==> config.mk <==
export PLATFORM = sky130hd
export DESIGN_NAME = keypad_scan
export DESIGN_NICKNAME = d
export VERILOG_FILES = /design/src/rtl/keypad_scan.sv
export SDC_FILE = /design/constraint.sdc
export NUM_CORES = 1
export LEC_CHECK = 0
export CAP_MARGIN = 0
export CORE_MARGIN = 4
export CORE_UTILIZATION = 52
export CTS_CLUSTER_DIAMETER = 120
export DETAILED_ROUTE_END_ITERATION = 16
export GPL_TIMING_DRIVEN = 0
export HOLD_SLACK_MARGIN = 0.12
export PLACE_DENSITY = 0.75
export SLEW_MARGIN = 20
export SYNTH_ARGS = -nofsm -noshare
export SYNTH_HDL_FRONTEND = slang
export SYNTH_SLANG_ARGS = --single-unit
export TNS_END_PERCENT = 1
==> constraint.sdc <==
create_clock -name Clk -period 9.35 [get_ports Clk]
set_input_delay 2.3375 -clock Clk [delete_from_list [all_inputs] [get_ports Clk]]
set_output_delay 2.3375 -clock Clk [all_outputs]
set_load 0.05 [all_outputs]
==> src/rtl/keypad_scan.sv <==
// 4x4 keypad scanner: steps one active-low row per scan tick, debounces a key press,
// and turns accepted keys into a decimal operand plus digit/enter/operation pulses.
//
// state    | meaning
// SCAN     | stepping rows each tick, looking for any low column
// DEBOUNCE | row frozen, counting stable ticks of the latched column
// HOLD     | key accepted, waiting for DEBOUNCE consecutive all-released ticks
module keypad_scan #(
    parameter int SCAN_DIV = 4096,
    parameter int DEBOUNCE = 4
) (
    input  logic       Clk,
    input  logic       Rst,
    input  logic [3:0] cols,
    output logic [3:0] rows,
    output logic [7:0] ind_from_sw,
    output logic [1:0] keys,
    output logic [3:0] arifs,
    output logic       err
);
    localparam int DIV_W = $clog2(SCAN_DIV);
    localparam int CNT_W = $clog2(DEBOUNCE + 1);
    localparam logic [DIV_W-1:0] DIV_LAST = DIV_W'(SCAN_DIV - 1);
    localparam logic [CNT_W-1:0] CNT_LAST = CNT_W'(DEBOUNCE - 1);

    typedef enum logic [1:0] {SCAN, DEBOUNCE_ST, HOLD} state_t;

    state_t           state;
    logic [3:0]       cols_meta;
    logic [3:0]       cols_sync;
    logic [DIV_W-1:0] div_cnt;
    logic [1:0]       row_idx;
    logic [1:0]       col_idx;
    logic [CNT_W-1:0] cnt;
    logic             tick;
    logic [1:0]       low_col;
    logic             is_digit;
    logic             is_clear;
    logic             is_enter;
    logic [3:0]       digit;
    logic [11:0]      acc_next;

    assign tick = (div_cnt == DIV_LAST);

    // Lowest-index low column wins when several are pressed in the active row.
    always_comb begin
        low_col = 2'd0;
        for (int c = 3; c >= 0; c--) begin
            if (!cols_sync[c]) low_col = 2'(c);
        end
    end

    // Decode of the latched key; anything not digit/clear/enter is column 3 (operation).
    always_comb begin
        is_digit = 1'b0;
        is_clear = 1'b0;
        is_enter = 1'b0;
        digit    = 4'd0;
        if (col_idx != 2'd3) begin
            if (row_idx != 2'd3) begin
                is_digit = 1'b1;
                digit    = {2'b00, row_idx} * 4'd3 + {2'b00, col_idx} + 4'd1;
            end else if (col_idx == 2'd0) begin
                is_clear = 1'b1;
            end else if (col_idx == 2'd1) begin
                is_digit = 1'b1;
            end else begin
                is_enter = 1'b1;
            end
        end
    end

    assign acc_next = {4'd0, ind_from_sw} * 12'd10 + {8'd0, digit};

    always_ff @(posedge Clk) begin
        if (Rst) begin
            state       <= SCAN;
            cols_meta   <= 4'hF;
            cols_sync   <= 4'hF;
            div_cnt     <= '0;
            row_idx     <= 2'd0;
            col_idx     <= 2'd0;
            cnt         <= '0;
            rows        <= 4'b1110;
            ind_from_sw <= 8'd0;
            keys        <= 2'b00;
            arifs       <= 4'b0000;
            err         <= 1'b0;
        end else begin
            cols_meta <= cols;
            cols_sync <= cols_meta;
            div_cnt   <= tick ? '0 : div_cnt + DIV_W'(1);
            keys      <= 2'b00;
            arifs     <= 4'b0000;
            if (tick) begin
                case (state)
                    SCAN: begin
                        if (&cols_sync) begin
                            row_idx <= row_idx + 2'd1;
                            rows    <= ~(4'b0001 << (row_idx + 2'd1));
                        end else begin
                            col_idx <= low_col;
                            cnt     <= '0;
                            state   <= DEBOUNCE_ST;
                        end
                    end
                    DEBOUNCE_ST: begin
                        if (cols_sync[col_idx]) begin
                            state <= SCAN;
                        end else if (cnt == CNT_LAST) begin
                            cnt   <= '0;
                            state <= HOLD;
                            if (is_digit) begin
                                // 12-bit accumulate so overflow is seen before truncation.
                                if (acc_next <= 12'd255) begin
                                    ind_from_sw <= acc_next[7:0];
                                    keys        <= 2'b01;
                                end else begin
                                    err <= 1'b1;
                                end
                            end else if (is_clear) begin
                                ind_from_sw <= 8'd0;
                                err         <= 1'b0;
                            end else if (is_enter) begin
                                keys <= 2'b10;
                            end else begin
                                arifs <= 4'b0001 << row_idx;
                            end
                        end else begin
                            cnt <= cnt + CNT_W'(1);
                        end
                    end
                    HOLD: begin
                        if (!(&cols_sync)) begin
                            cnt <= '0;
                        end else if (cnt == CNT_LAST) begin
                            cnt   <= '0;
                            state <= SCAN;
                        end else begin
                            cnt <= cnt + CNT_W'(1);
                        end
                    end
                    default: state <= SCAN;
                endcase
            end
        end
    end
endmodule

* Word-level counts from Yosys, hierarchy flattened
Index checks and enable logic that the tools add are counted.
Cells by class: add/subtract/negate cells 6, multiply operators 2, order comparisons 2, equal/unequal tests 14, shift operators 2, multiplexer cells 40, bitwise logic cells 6, reductions and logical operators 14
Operators by type and width (count):
- two-way mux 2 bit | 12
- two-way mux 8 bit | 3
- AND reduction 6 bit | 3
- two-way mux 1 bit | 16
- != test 2 bit (second input constant) | 7
- adder 12 x 1 -> 12 bit (second input constant) | 1
- adder 12 x 4 -> 12 bit | 1
- == test 12 bit (second input constant) | 1
- less-or-equal comparator 12 x 8 -> 1 bit (second input constant) | 1
- two-way mux 3 bit | 4
- multiplier 8 x 3 -> 11 bit (second input constant) | 1
- one-hot mux 3 bit (3 select lines) | 1
- two-way mux 4 bit | 2
- AND reduction 4 bit | 2
- OR reduction 8 bit | 1
- left shift 1 x 2 -> 4 bit (first input constant) | 2
- one-hot mux 2 bit (3 select lines) | 1
- NOT 1 bit | 5
- AND reduction 5 bit | 1
- OR reduction 5 bit | 1
- adder 4 x 1 -> 4 bit (second input constant) | 1
- adder 4 x 2 -> 4 bit | 1
- == test 2 x 1 -> 1 bit (second input constant) | 2
- zero test 2 bit | 2
- 14 further kinds | 14
Word-level totals: bits in registers 48, output and inout bits 19, logic and storage cells 98

* Longest topological paths before layout
word-level depth 9, depth in mapped cells 15, mapped depth without buffers 14

* Worst setup path after synthesis
No wires, ideal clock.
path kind reg2reg, start register row_idx[1], end register ind_from_sw[4], library setup time 0.070 ns, data arrival time 3.216 ns, data required time 9.280 ns, path slack 6.064 ns, stages on the path, launching flop included 14, path buffers 0, period minus slack after synthesis 3.286 ns, path through dfxtp_1 fa_1 fa_1 xor2_1 nand2_1 inv_1 ha_1 a21o_1 a21oi_1 nor4b_2 mux2_2 a21bo_2 a21oi_2 o2bb2ai_1
On the way: longest elaborated chain between the ends 9
RTL lines:
- start, declared | RTL line 32 | logic [1:0] row_idx;
- start signal, assigned | RTL line 99 | row_idx <= row_idx + 2'd1;
- multiplier 2 x 2 -> 4 bit | RTL line 62 | digit = {2'b00, row_idx} * 4'd3 + {2'b00, col_idx} + 4'd1;
- adder 4 x 2 -> 4 bit | RTL line 62
- adder 4 x 1 -> 4 bit | RTL line 62
- two-way mux 4 bit | RTL line 60 | if (row_idx != 2'd3) begin
- two-way mux 4 bit | RTL line 59 | if (col_idx != 2'd3) begin
- adder 12 x 4 -> 12 bit | RTL line 73 | assign acc_next = {4'd0, ind_from_sw} * 12'd10 + {8'd0, digit};
- less-or-equal comparator 12 x 8 -> 1 bit | RTL line 115 | if (acc_next <= 12'd255) begin
- != test 2 x 1 -> 1 bit (no line)
- AND reduction 6 bit (no line)
- end signal, assigned | RTL line 116 | ind_from_sw <= acc_next[7:0];
- end, declared | RTL line 16 | output logic [7:0] ind_from_sw,
Several ways; a longest one is shown, not always the timed one. The select of a mux whose other input is x is not followed. A chain may end at the register's enable or synchronous reset.

* Worst setup path after layout
start register ind_from_sw[1], end output ind_from_sw[1]
No word-level cell between the ends.

==> metrics.cfg <==
[routing]
vias_per_cell=5.282
met3_length_um=192
dr_wl_met2_um=2101
highest_layer=met4
post_drt_wl_per_cell_um=12.29
drc=0
drt_pass1_iterations=4
ant_nets=0
drt-total-wl_um=4573
dr_total_vias=1965
wirelength_met1_um=2224
drtIter0Drc=79

[critical_path]
cpPeakStageDelay_ps=830
crit_required_ps=7010
rr_worst_depth=13
crit_arrival_ps=1540
criticalPathCategory=register to output port
critical-path-top-delay-family=buffers and inverters
path_cells=clkdlybuf4s50_1
cp_max_fo=5
r2r_start=col_idx[1]
slowest_stage=clkdlybuf4s50_1
path_buf_inv=1
reg2reg_to=ind_from_sw[6]
worst_setup_path_start_kind=register
rrSetupSlack_ps=5660
crit_path_end_kind=output port

[min_path]
hold_end=cols_sync[0]
hold_depth=1
min_from=cols_meta[0]
hp-class=register to register

[power_and_ir_drop]
power.density_nw_per_um2=117.5
irDropWorstVdd_v=0.0001200
comb_power_share_pct=3.4
clkPwrFrac_pct=36.9
power.switching_uw=76.66
sequentialPowerShare_pct=59.7
intPower_uw=272.9
p_sw_share_pct=21.93
leakage_uw=0.001285

[global_routing]
antenna_found_initial=0
grt_max_degree=16
grt.overflow.total=0
grt_usage_pct=16.78
grt_pass1_vias=1915
grt_pass1_wl_um=8376

[cts]
cts.repair.resized=0
cts.path.max_buffers=2
clkSinkCount=48
cts_buffers=5
cts.htree.levels=2
insertion_delay_ps=300
path_clk_slew_ps=90
cts_setup_buffers=0
cts_root_buf=clkbuf_8
cts_hold_buf=0
cts_tree=done

[place]
hpwl_um=3530
gp_congestion=0.9109
place.port_buffers=24
dp.cells=364
placed_cell_area_sq_um=2879

[cells_and_area]
final_cell_area_sq_um=2975
fin_cells=372
drive_above_1_share_pct=8.852
n_fill_cell=432
antenna_cells=0
area_delta_synth_final_pct=16.45
final_nets=342
post-route-util_pct=62.58

[die]
num_rows=25
die_h_um=78.10
start_util_pct=53.74
io_pins=25
die_x_um=78.10
core_sq_um=4755
die-area_sq_um=6099

[sta]
timing.final.crit_period_ps=3880
rsz0062_at_grt=no
finalCritPeriodShare_pct=41.50
setup_viol=0
finalSetupTns_ps=0
max_slew.worst_pin.slew_ps=509.0
hold_viol=0
slew_headroom_pct=65.96
slew_violations=0
finClkSkew_ps=10.93
max_freq_mhz=257.7

[synthesis]
ys_ff_latch=48
netlist_area_sq_um=2555
syn-num-nets=311
seq_area_frac_synth_pct=37.61
synth_cells=273
synthArstFlopShare_pct=0
yosys_warnings=0
ys.flop_type=dfxtp_1
avgSynthCellArea_sq_um=9.359
synthDistinctLibCells=49
synth_edf_count=0

[run]
max-cap-violations=0

[status]
status=completed

-- layout by cell type (no fill, tap or decap), types with 2 or more instances in the layout --
| cell type | n |
|---|---|
| inv_1 | 15 |
| a31oi_1 | 4 |
| nor2_1 | 30 |
| ha_1 | 28 |
| or2_2 | 10 |
| nor3_1 | 10 |
| a211o_1 | 4 |
| clkbuf_8 | 6 |
| o21ai_0 | 5 |
| a21o_1 | 5 |
| and4_1 | 5 |
| nand2_1 | 15 |
| and2_1 | 2 |
| a21oi_1 | 14 |
| nor3b_1 | 3 |
| or3_1 | 2 |
| xnor2_1 | 4 |
| mux2i_1 | 2 |
| fa_1 | 4 |
| dfxtp_1 | 48 |
| o2bb2ai_1 | 7 |
| clkdlybuf4s50_1 | 24 |
| xor2_1 | 11 |
| a211oi_1 | 2 |
| nor2b_1 | 3 |
| nand3_1 | 11 |
| clkbuf_1 | 5 |
-- sequential cells by signal, indices dropped and copies added (netlist names) --
signal / count
div_cnt: 12
ind_from_sw: 8
arifs: 4
cols_meta: 4
cols_sync: 4
rows: 4
cnt: 3
col_idx: 2
keys: 2
row_idx: 2
state: 2
err: 1
-- Yosys cell counts (7+ instances only) --
cell,instances,area [sq um]
a21oi_1,14,70.07
dfxtp_1,48,960.9
ha_1,28,350.3
inv_1,15,56.30
nand2_1,15,56.30
nand3_1,11,55.05
nor2_1,30,112.6
nor3_1,10,50.05
o2bb2ai_1,7,61.31
or2_2,10,62.56
xor2_1,11,96.34
-- final cells by class --
| cell class | instances | area [sq um] | area share [%] |
|---|---|---|---|
| multi-input combinational | 204 | 1514 | 50.88 |
| sequential | 48 | 960.9 | 32.30 |
| timing repair buffer | 24 | 240.2 | 8.074 |
| tap | 67 | 83.83 | 2.817 |
| clock buffer | 6 | 82.58 | 2.775 |
| inverter | 15 | 56.30 | 1.892 |
| buffer | 6 | 23.77 | 0.7990 |
| clock inverter | 2 | 13.76 | 0.4626 |
-- power groups by stage --
stage               sequential (uW)  clock, uW  combinational, uW
floorplan                       213          0               7.73
global placement                213          0               11.7
detailed placement              214          0               11.9
CTS                             209        134               11.9
global route                    209        145               13.5
finish                          209        129               11.8
-- per-layer routing --
metal | track usage, % | vias to the layer above
met4 | 4.720 | 0
met2 | 27.31 | 38
met3 | 3.784 | 5
met5 | 0 | -
li1 | - | 1025
met1 | 22.44 | 897
-- cell families (layout without fill, tap and decap cells) --
| family | count (synthesis) | after routing | synth area share [%] |
|---|---|---|---|
| AO/OA/AOI/OAI | 51 | 51 | 14.15 |
| adder cells (fa/ha/maj) | 32 | 32 | 16.85 |
| buffers and inverters | 21 | 53 | 3.134 |
| flip-flops | 48 | 48 | 37.61 |
| multiplexers | 4 | 4 | 2.106 |
| AND/OR/NAND/NOR | 102 | 102 | 21.01 |
| XOR/XNOR | 15 | 15 | 5.142 |
-- through the flow --
stage / setup WS, ps / hold slack (ps) / power, uW
after floorplan: 6064 / 389.5 / 220.8
after global placement: 5405 / 392.6 / 225.1
after detailed placement: 5393 / 397.5 / 225.4
after CTS: 5450 / 417.4 / 354.6
after global routing: 5405 / 429.2 / 367.5
final: 5470 / 413.5 / 349.6
-- how the worst max path moves through the flow --
stage / from / end / slack (ps) / cells past startpoint
floorplan: row_idx[1] / ind_from_sw[4] / 6060 / 13
global placement: Rst / div_cnt[5] / 5400 / 5
detailed placement: Rst / div_cnt[8] / 5390 / 5
CTS: ind_from_sw[1] / ind_from_sw[1] / 5450 / 1
global route: ind_from_sw[1] / ind_from_sw[1] / 5400 / 1
finish: ind_from_sw[1] / ind_from_sw[1] / 5470 / 1
(Power assumes the default switching activity.)
